==> src/rtl/stim_pattern_gen.sv <==
// stim_pattern_gen: plays a programmable table of (value, duration) steps on
// d_out and generates a divided test clock on tclk_out, so one block can drive
// both the D and CLK pins of a device under test.
//
// Ports:
//   clk, rst            system clock (rising edge), async active-high reset
//   cfg_we/addr/value/dur  step-table write port (accepted in IDLE only)
//   num_steps, loop_en, clk_div  playback configuration, latched on start
//   start, stop         begin playback (IDLE only) / abort playback (RUN only)
//   busy                high while playing
//   done                one-cycle pulse when single-shot playback completes
//   step_idx            index of the step currently driven
//   d_out               generated data stimulus
//   tclk_out            generated test clock, period 2*(clk_div+1)
module stim_pattern_gen #(
  parameter int unsigned DATA_W = 1,
  parameter int unsigned DEPTH  = 8,
  parameter int unsigned DUR_W  = 8,
  parameter int unsigned DIV_W  = 8
) (
  input  logic                       clk,
  input  logic                       rst,
  input  logic                       cfg_we,
  input  logic [$clog2(DEPTH)-1:0]   cfg_addr,
  input  logic [DATA_W-1:0]          cfg_value,
  input  logic [DUR_W-1:0]           cfg_dur,
  input  logic [$clog2(DEPTH):0]     num_steps,
  input  logic                       loop_en,
  input  logic [DIV_W-1:0]           clk_div,
  input  logic                       start,
  input  logic                       stop,
  output logic                       busy,
  output logic                       done,
  output logic [$clog2(DEPTH)-1:0]   step_idx,
  output logic [DATA_W-1:0]          d_out,
  output logic                       tclk_out
);

  localparam int unsigned AW = $clog2(DEPTH);
  localparam int unsigned NW = AW + 1;

  typedef enum logic [0:0] {S_IDLE = 1'b0, S_RUN = 1'b1} state_e;

  state_e                state_q;
  logic                  busy_q;
  logic                  done_q;
  logic [AW-1:0]         idx_q;
  logic [DATA_W-1:0]     dout_q;
  logic                  tclk_q;
  logic [DUR_W-1:0]      cnt_q;
  logic [DIV_W-1:0]      ph_q;
  logic [AW-1:0]         last_q;
  logic                  loop_q;
  logic [DIV_W-1:0]      div_q;
  logic [DATA_W-1:0]     val_q [DEPTH];
  logic [DUR_W-1:0]      dur_q [DEPTH];

  logic [NW-1:0]         n_clamp_c;
  logic [AW-1:0]         last_c;
  logic [AW-1:0]         nxt_idx_c;

  // A zero duration still holds the step for one cycle.
  function automatic logic [DUR_W-1:0] eff_dur(input logic [DUR_W-1:0] d);
    return (d == '0) ? DUR_W'(1) : d;
  endfunction

  // Clamp requested step count to the table depth and derive the last index.
  always_comb begin
    n_clamp_c = (num_steps > NW'(DEPTH)) ? NW'(DEPTH) : num_steps;
    last_c    = AW'(n_clamp_c - NW'(1));
    nxt_idx_c = idx_q + AW'(1);
  end

  // Playback FSM, table storage and test-clock generation.
  always_ff @(posedge clk or posedge rst) begin
    if (rst) begin
      state_q <= S_IDLE;
      busy_q  <= 1'b0;
      done_q  <= 1'b0;
      idx_q   <= '0;
      dout_q  <= '0;
      tclk_q  <= 1'b0;
      cnt_q   <= '0;
      ph_q    <= '0;
      last_q  <= '0;
      loop_q  <= 1'b0;
      div_q   <= '0;
      for (int i = 0; i < int'(DEPTH); i++) begin
        val_q[i] <= '0;
        dur_q[i] <= '0;
      end
    end else begin
      done_q <= 1'b0;
      case (state_q)
        S_IDLE: begin
          if (cfg_we) begin
            val_q[cfg_addr] <= cfg_value;
            dur_q[cfg_addr] <= cfg_dur;
          end
          if (start && (num_steps != '0)) begin
            last_q  <= last_c;
            loop_q  <= loop_en;
            div_q   <= clk_div;
            state_q <= S_RUN;
            busy_q  <= 1'b1;
            idx_q   <= '0;
            dout_q  <= val_q[0];
            cnt_q   <= eff_dur(dur_q[0]);
            ph_q    <= '0;
            tclk_q  <= 1'b0;
          end
        end
        S_RUN: begin
          if (stop) begin
            // Abort wins over step advance and end-of-run; data and index hold.
            state_q <= S_IDLE;
            busy_q  <= 1'b0;
            tclk_q  <= 1'b0;
          end else begin
            // Test-clock phase runs free of step boundaries and loop wraps.
            if (ph_q == div_q) begin
              ph_q   <= '0;
              tclk_q <= ~tclk_q;
            end else begin
              ph_q <= ph_q + DIV_W'(1);
            end
            if (cnt_q != DUR_W'(1)) begin
              cnt_q <= cnt_q - DUR_W'(1);
            end else if (idx_q != last_q) begin
              idx_q  <= nxt_idx_c;
              dout_q <= val_q[nxt_idx_c];
              cnt_q  <= eff_dur(dur_q[nxt_idx_c]);
            end else if (loop_q) begin
              idx_q  <= '0;
              dout_q <= val_q[0];
              cnt_q  <= eff_dur(dur_q[0]);
            end else begin
              // Single-shot end: overrides the toggle above to park tclk low.
              state_q <= S_IDLE;
              busy_q  <= 1'b0;
              done_q  <= 1'b1;
              tclk_q  <= 1'b0;
            end
          end
        end
        default: begin
          state_q <= S_IDLE;
          busy_q  <= 1'b0;
          tclk_q  <= 1'b0;
        end
      endcase
    end
  end

  assign busy     = busy_q;
  assign done     = done_q;
  assign step_idx = idx_q;
  assign d_out    = dout_q;
  assign tclk_out = tclk_q;

endmodule

==> config.mk <==
export PLATFORM = sky130hd
export DESIGN_NAME = stim_pattern_gen
export DESIGN_NICKNAME = d
export VERILOG_FILES = /design/src/rtl/stim_pattern_gen.sv
export SDC_FILE = /design/constraint.sdc
export NUM_CORES = 1
export LEC_CHECK = 0
export BUFFER_PORTS_ARGS = -buffer_cell sky130_fd_sc_hd__buf_2
export CORE_MARGIN = 5
export CORE_UTILIZATION = 48
export CTS_CLUSTER_DIAMETER = 50
export CTS_CLUSTER_SIZE = 30
export DETAILED_ROUTE_END_ITERATION = 10
export GPL_TIMING_DRIVEN = 0
export PLACE_DENSITY = 0.74
export SYNTH_ARGS = -nofsm -noshare
export SYNTH_HDL_FRONTEND = slang
export SYNTH_SLANG_ARGS = --single-unit
==> constraint.sdc <==
create_clock -name clk -period 5.6 [get_ports clk]
set_input_delay 0 -clock clk [delete_from_list [all_inputs] [get_ports clk]]
set_output_delay 0 -clock clk [all_outputs]
set_load 0.02 [all_outputs]
[Word level (Yosys, flattened, before mapping)]
Cells that the tools add are included.
W data, S select, Z words.
Word-level totals
  bits in registers: 108
  bits of input ports: 30
  output and inout bits: 7
  word-level logic and storage cells: 122
Cells by class
  add/sub/neg operators: 4
  order comparisons: 4
  equality and inequality tests: 11
  multiplexer cells: 61
  bitwise gates (word level): 4
  reduce and logical (&&, ||, !) cells: 11
Operators with widths (number)
  $mux W8: 13
  $bwmux W64: 1
  $pmux W8 S2: 2
  $mux W1: 29
  $bmux W8 S3: 1
  $demux W8 S3: 1
  $mux W3: 6
  $logic_not A8 Y1: 2
  $ne A3 B3 Y1 const B: 3
  $add A8 B1 Y8 const B: 1
  $bwmux W8: 1
  $eq A8 B8 Y1: 1
  $ge A4 B4 Y1 const B: 2
  $ne A8 B1 Y1 const B: 1
  $not A3 Y4: 2
  $pmux W1 S2: 4
  $reduce_and A4 Y1: 2
  $sub A8 B1 Y8 const B: 1
  $ne A2 B2 Y1 const B: 3
  $pmux W3 S2: 1
  $reduce_and A2 Y1: 3
  $gt A4 B4 Y1 const B: 1
  $lt A4 B1 Y1 const B: 1
  $ne A4 B1 Y1 const B: 1
  other kinds (10): 12

[Depth between registers and ports, before layout]
  depth in word-level cells: 11
  depth in mapped cells: 8
  mapped depth without buffers: 8

[Worst setup path after synthesis]
OpenSTA, ideal clock, no wires.
  path type: reg-to-reg
  start: reg idx_q[1], in the netlist step_idx[1]
  end: reg cnt_q[6]
  library setup time: 0.129 ns
  arrival time: 2.310 ns
  data required time: 5.471 ns
  setup slack: 3.162 ns
  cell stages (with the launch flop): 7
  path buffers: 0
  clock period less this slack: 2.438 ns
  cell sequence: dfrtp_1 -> ha_1 -> xor2_1 -> mux4_1 -> mux2_2 -> a221oi_1 -> o21ai_0
On the way
  cells in the longest elaborated chain, start to end: 11
  elaborated cells between the ends (all ways): 14
  classes of those cells: add/sub: 1; eq/ne: 2; mux: 8; bitwise: 1; reduce/logical: 2
Ends and longest elaborated chain
  start: declaration: line 47  | logic [AW-1:0] idx_q;
  start signal: assignment: line 130  | idx_q <= nxt_idx_c;
  $add A3 B1 Y3: line 71  | nxt_idx_c = idx_q + AW'(1);
  $not A3 Y4 (not written as such): line 132  | cnt_q <= eff_dur(dur_q[nxt_idx_c]);
  $bmux W8 S3: line 132
  $mux W8 (not written as such) (2 in a row): line 132
  $logic_not A8 Y1: line 64  | return (d == '0) ? DUR_W'(1) : d;
  $mux W8: line 64
  $mux W8: line 129  | end else if (idx_q != last_q) begin
  $mux W8: line 127  | if (cnt_q != DUR_W'(1)) begin
  $mux W8: line 114  | if (stop) begin
  $pmux W8 S2: line 94  | case (state_q)
  end signal: assignment: line 128  | cnt_q <= cnt_q - DUR_W'(1);
  end signal: assignment: line 132
  end signal: assignment: line 136  | cnt_q <= eff_dur(dur_q[0]);
  end: declaration: line 50  | logic [DUR_W-1:0] cnt_q;
Several ways; a longest one is shown, not always the timed one. The select of a mux whose other input is x is not followed.
A chain may end at the register's enable or synchronous reset.

[Final worst setup path]
  start: reg cnt_q[1]
  end: reg cnt_q[5]
On the way
  cells in the longest elaborated chain, start to end: 4
  elaborated cells between the ends (all ways): 7
  classes of those cells: add/sub: 1; eq/ne: 2; mux: 3; reduce/logical: 1
Ends and longest elaborated chain
  start signal: assignment: line 108  | cnt_q <= eff_dur(dur_q[0]);
  start signal: assignment: line 128
  start signal: assignment: line 132
  $sub A8 B1 Y8 or $ne A8 B1 Y1 (tied branches): line 128, 127
  $mux W8: line 127
  $mux W8: line 114
  $pmux W8 S2: line 94
Several ways; a longest one is shown, not always the timed one. The select of a mux whose other input is x is not followed.

==> results.sh <==
export IMPL_r2r_slack_ns=2.98
export IMPL_path_clk_slew_ns=0.07
export IMPL_drv_slew=0
export IMPL_synth_distinct_cells=59
export IMPL_p_leak_uw=0.00268
export IMPL_cts_tree="built"
export IMPL_area_growth_pct=15.0
export IMPL_dieWidth_um=117
export IMPL_grt_pass1_wl_mm=20.5
export IMPL_synth_nets=454
export IMPL_h_tree_depth=3
export IMPL_cp_arrival_ns=2.85
export IMPL_vdd_drop_max_mv=0.187
export IMPL_p_per_area_mw_per_mm2=463
export IMPL_antenna_found_initial=0
export IMPL_place_congestion=0.941
export IMPL_nets=516
export IMPL_clk_latency_ns=0.36
export IMPL_fill_cells=927
export IMPL_yosysSeqAreaShare_pct=49.5
export IMPL_end_kind="flip-flop"
export IMPL_relSlewSlack_pct=23.6
export IMPL_ctsResizeCount=0
export IMPL_yosysTopAreaCellShare_pct=49.5
export IMPL_cts_buffers=9
export IMPL_setup_viol=0
export IMPL_critPathMaxStageDelay_ns=0.63
export IMPL_startpoint_type="flip-flop"
export IMPL_ys_ff_latch=108
export IMPL_fmax_ghz=0.382
export IMPL_required_ns=5.83
export IMPL_synth_edff_count=0
export IMPL_dr_wl_met3_um=701
export IMPL_top_layer="met4"
export IMPL_crit_type="flip-flop to flip-flop"
export IMPL_coreArea_sq_mm=0.0113
export IMPL_routed_via_density=6.05
export IMPL_cp_max_fo=9
export IMPL_swShare_pct=34.8
export IMPL_netlist_area_sq_mm=0.00546
export IMPL_clkPwrFrac_pct=20.8
export IMPL_grt_pass1_vias=3926
export IMPL_p_int_uw=1900
export IMPL_rsz0062_at_grt="no"
export IMPL_synth_top_area_cell="dfrtp_1"
export IMPL_hold_viol=0
export IMPL_die_area_sq_mm=0.0136
export IMPL_diodes=0
export IMPL_post_route_cell_area_sq_mm=0.00628
export IMPL_initial_core_util_pct=48.5
export IMPL_ys_dominant_reg_cell="dfrtp_1"
export IMPL_seqPwrFrac_pct=41.5
export IMPL_port_buffers=34
export IMPL_clock_path_buffers=2
export IMPL_clock_sinks=108
export IMPL_synth_area_leaders="dfrtp_1 49%, mux2_2 18%, mux4_2 7.8%"
export IMPL_die_y_um=117
export IMPL_finalCritPeriodShare_pct=46.7
export IMPL_syn_avg_cell_area_sq_um=13.0
export IMPL_root_buffer="clkbuf_16"
export IMPL_drv_cap=0
export IMPL_path_buf_inv=2
export IMPL_status="finished clean"
export IMPL_setup_tns_ns=0
export IMPL_overflow=0
export IMPL_fin_crit_ns=2.62
export IMPL_totalWireLength_mm=12.5
export IMPL_met2_length_mm=6.21
export IMPL_dp_hpwl_mm=8.91
export IMPL_drtAntennaViolNets=0
export IMPL_post_cts_buffers=0
export IMPL_yosys_warnings=0
export IMPL_wl_per_cell_um=19.9
export IMPL_final_cell_mix="108 x dfrtp_1, 86 x mux2_2, 38 x buf_2"
export IMPL_grt_usage_pct=19.7
export IMPL_hold_buffers=16
export IMPL_met1_length_mm=5.45
export IMPL_skew_ns=0.0123
export IMPL_cp_cell_sequence="inv_1 -> ha_1 -> nor4b_1 -> nand2_1 -> o31ai_4 -> inv_4 -> a31oi_1 -> o22ai_2"
export IMPL_drive_above_1_share_pct=36.8
export IMPL_crit_slowest_cell="nor4b_1"
export IMPL_vias=3807
export IMPL_io_pins=37
export IMPL_async_reset_ff_share_pct=100
export IMPL_row_count=39
export IMPL_synth_cells=419
export IMPL_critPathTopFamily="simple AND/OR/NAND/NOR gates"
export IMPL_tightest_slew_ns=1.14
export IMPL_p_switching_uw=1010
export IMPL_place_area_sq_mm=0.00584
export IMPL_drtIter0Drc=227
export IMPL_drc=0
export IMPL_mostFrequentLayoutCell="dfrtp_1"
export IMPL_hold_class="primary input to flip-flop"
export IMPL_power_frac_comb_pct=37.7
export IMPL_grt_max_degree=65
export IMPL_dr_pass1_iters=5
==> state kept, by name, summed over array words and instances (netlist names), 3 cells and up <==
| signal | flops |
|---|---|
| div_q | 8 |
| val_q | 8 |
| last_q | 3 |
| cnt_q | 8 |
| dur_q | 64 |
| step_idx | 3 |
| ph_q | 8 |
==> per-stage QoR <==
stage | total power (uW) | std cells | hold slack [ns] | util (%) | setup slack, ns
final | 2910 | 629 | 0.0121 | 55.7 | 2.98
after global routing | 3070 | 629 | 0.0236 | 55.7 | 2.83
after CTS | 2910 | 629 | 0.0172 | 55.7 | 2.97
after detailed placement | 2300 | 597 | 0.118 | 51.8 | 2.99
after global placement | 2250 | 596 | 0.232 | 51.6 | 1.61
after floorplan | 2000 | 419 | 0.151 | - | 2.75
==> final cells by class <==
type | count | area, sq um | area share, %
Timing Repair Buffer | 51 | 358 | 5.70
Tap cell | 143 | 179 | 2.85
Clock inverter | 5 | 35.0 | 0.558
Clock buffer | 11 | 243 | 3.87
Multi-Input combinational cell | 292 | 2670 | 42.5
Buffer | 13 | 67.6 | 1.08
Sequential cell | 108 | 2700 | 43.0
Inverter | 6 | 27.5 | 0.438
==> routing by layer <==
| metal | GRT usage (%) | vias up |
|---|---|---|
| met5 | 0 | - |
| met4 | 4.74 | 0 |
| met3 | 4.97 | 14 |
| met2 | 32.2 | 120 |
| met1 | 26.7 | 1948 |
| li1 | - | 1725 |
==> cell usage after synthesis (2+ instances only) <==
| cell | count |
|---|---|
| a211oi_1 | 3 |
| a21o_1 | 2 |
| a21oi_1 | 14 |
| a221oi_1 | 3 |
| a22o_1 | 4 |
| a31oi_1 | 2 |
| and2_1 | 2 |
| and3_1 | 2 |
| buf_2 | 4 |
| clkbuf_1 | 7 |
| dfrtp_1 | 108 |
| ha_1 | 5 |
| inv_1 | 5 |
| mux2_2 | 86 |
| mux2i_1 | 9 |
| mux4_2 | 19 |
| nand2_1 | 22 |
| nand2b_1 | 3 |
| nand3_1 | 9 |
| nand4_1 | 3 |
| nor2_1 | 16 |
| nor2b_1 | 2 |
| nor3_1 | 10 |
| nor3b_1 | 2 |
| nor4_1 | 13 |
| o21ai_0 | 11 |
| o21ai_2 | 2 |
| o221ai_1 | 2 |
| o22ai_1 | 2 |
| o31ai_1 | 3 |
| or3_2 | 2 |
| xnor2_1 | 3 |
| xor2_1 | 13 |
==> kinds of logic (layout without fill, tap and decap cells) <==
logic type / count (synthesis) / count (layout) / share of synthesized area [%]
mux: 115 / 115 / 27.7
flops: 108 / 108 / 49.5
simple gates: 97 / 97 / 9.48
compound gates: 59 / 59 / 7.95
buf+inv: 19 / 86 / 1.70
xor+xnor: 16 / 16 / 2.57
fa+ha+maj: 5 / 5 / 1.15
==> power by group through the flow <==
stage	registers (uW)	clock network [uW]	logic, uW
2_1_floorplan	1170	0	835
3_3_place_gp	1200	0	1050
3_5_place_dp	1220	0	1080
4_1_cts	1200	614	1090
5_1_grt	1230	645	1190
6_report	1210	605	1100
==> final timing paths <==
check / from / to / cells after the start
max in group asynchronous: rst / val_q[3]$_DFFE_PP0P_ / 4
min in group asynchronous: rst / dur_q[52]$_DFFE_PP0P_ / 3
setup reg to reg: cnt_q[1]$_DFFE_PP0P_ / cnt_q[5]$_DFFE_PP0P_ / 8
hold reg to reg: ph_q[7]$_DFFE_PP0P_ / ph_q[7]$_DFFE_PP0P_ / 1
hold / removal: cfg_dur[5] / dur_q[13]$_DFFE_PP0P_ / 2
setup / recovery: cnt_q[1]$_DFFE_PP0P_ / cnt_q[5]$_DFFE_PP0P_ / 8
No activity file was read; power rests on OpenSTA's default activity.
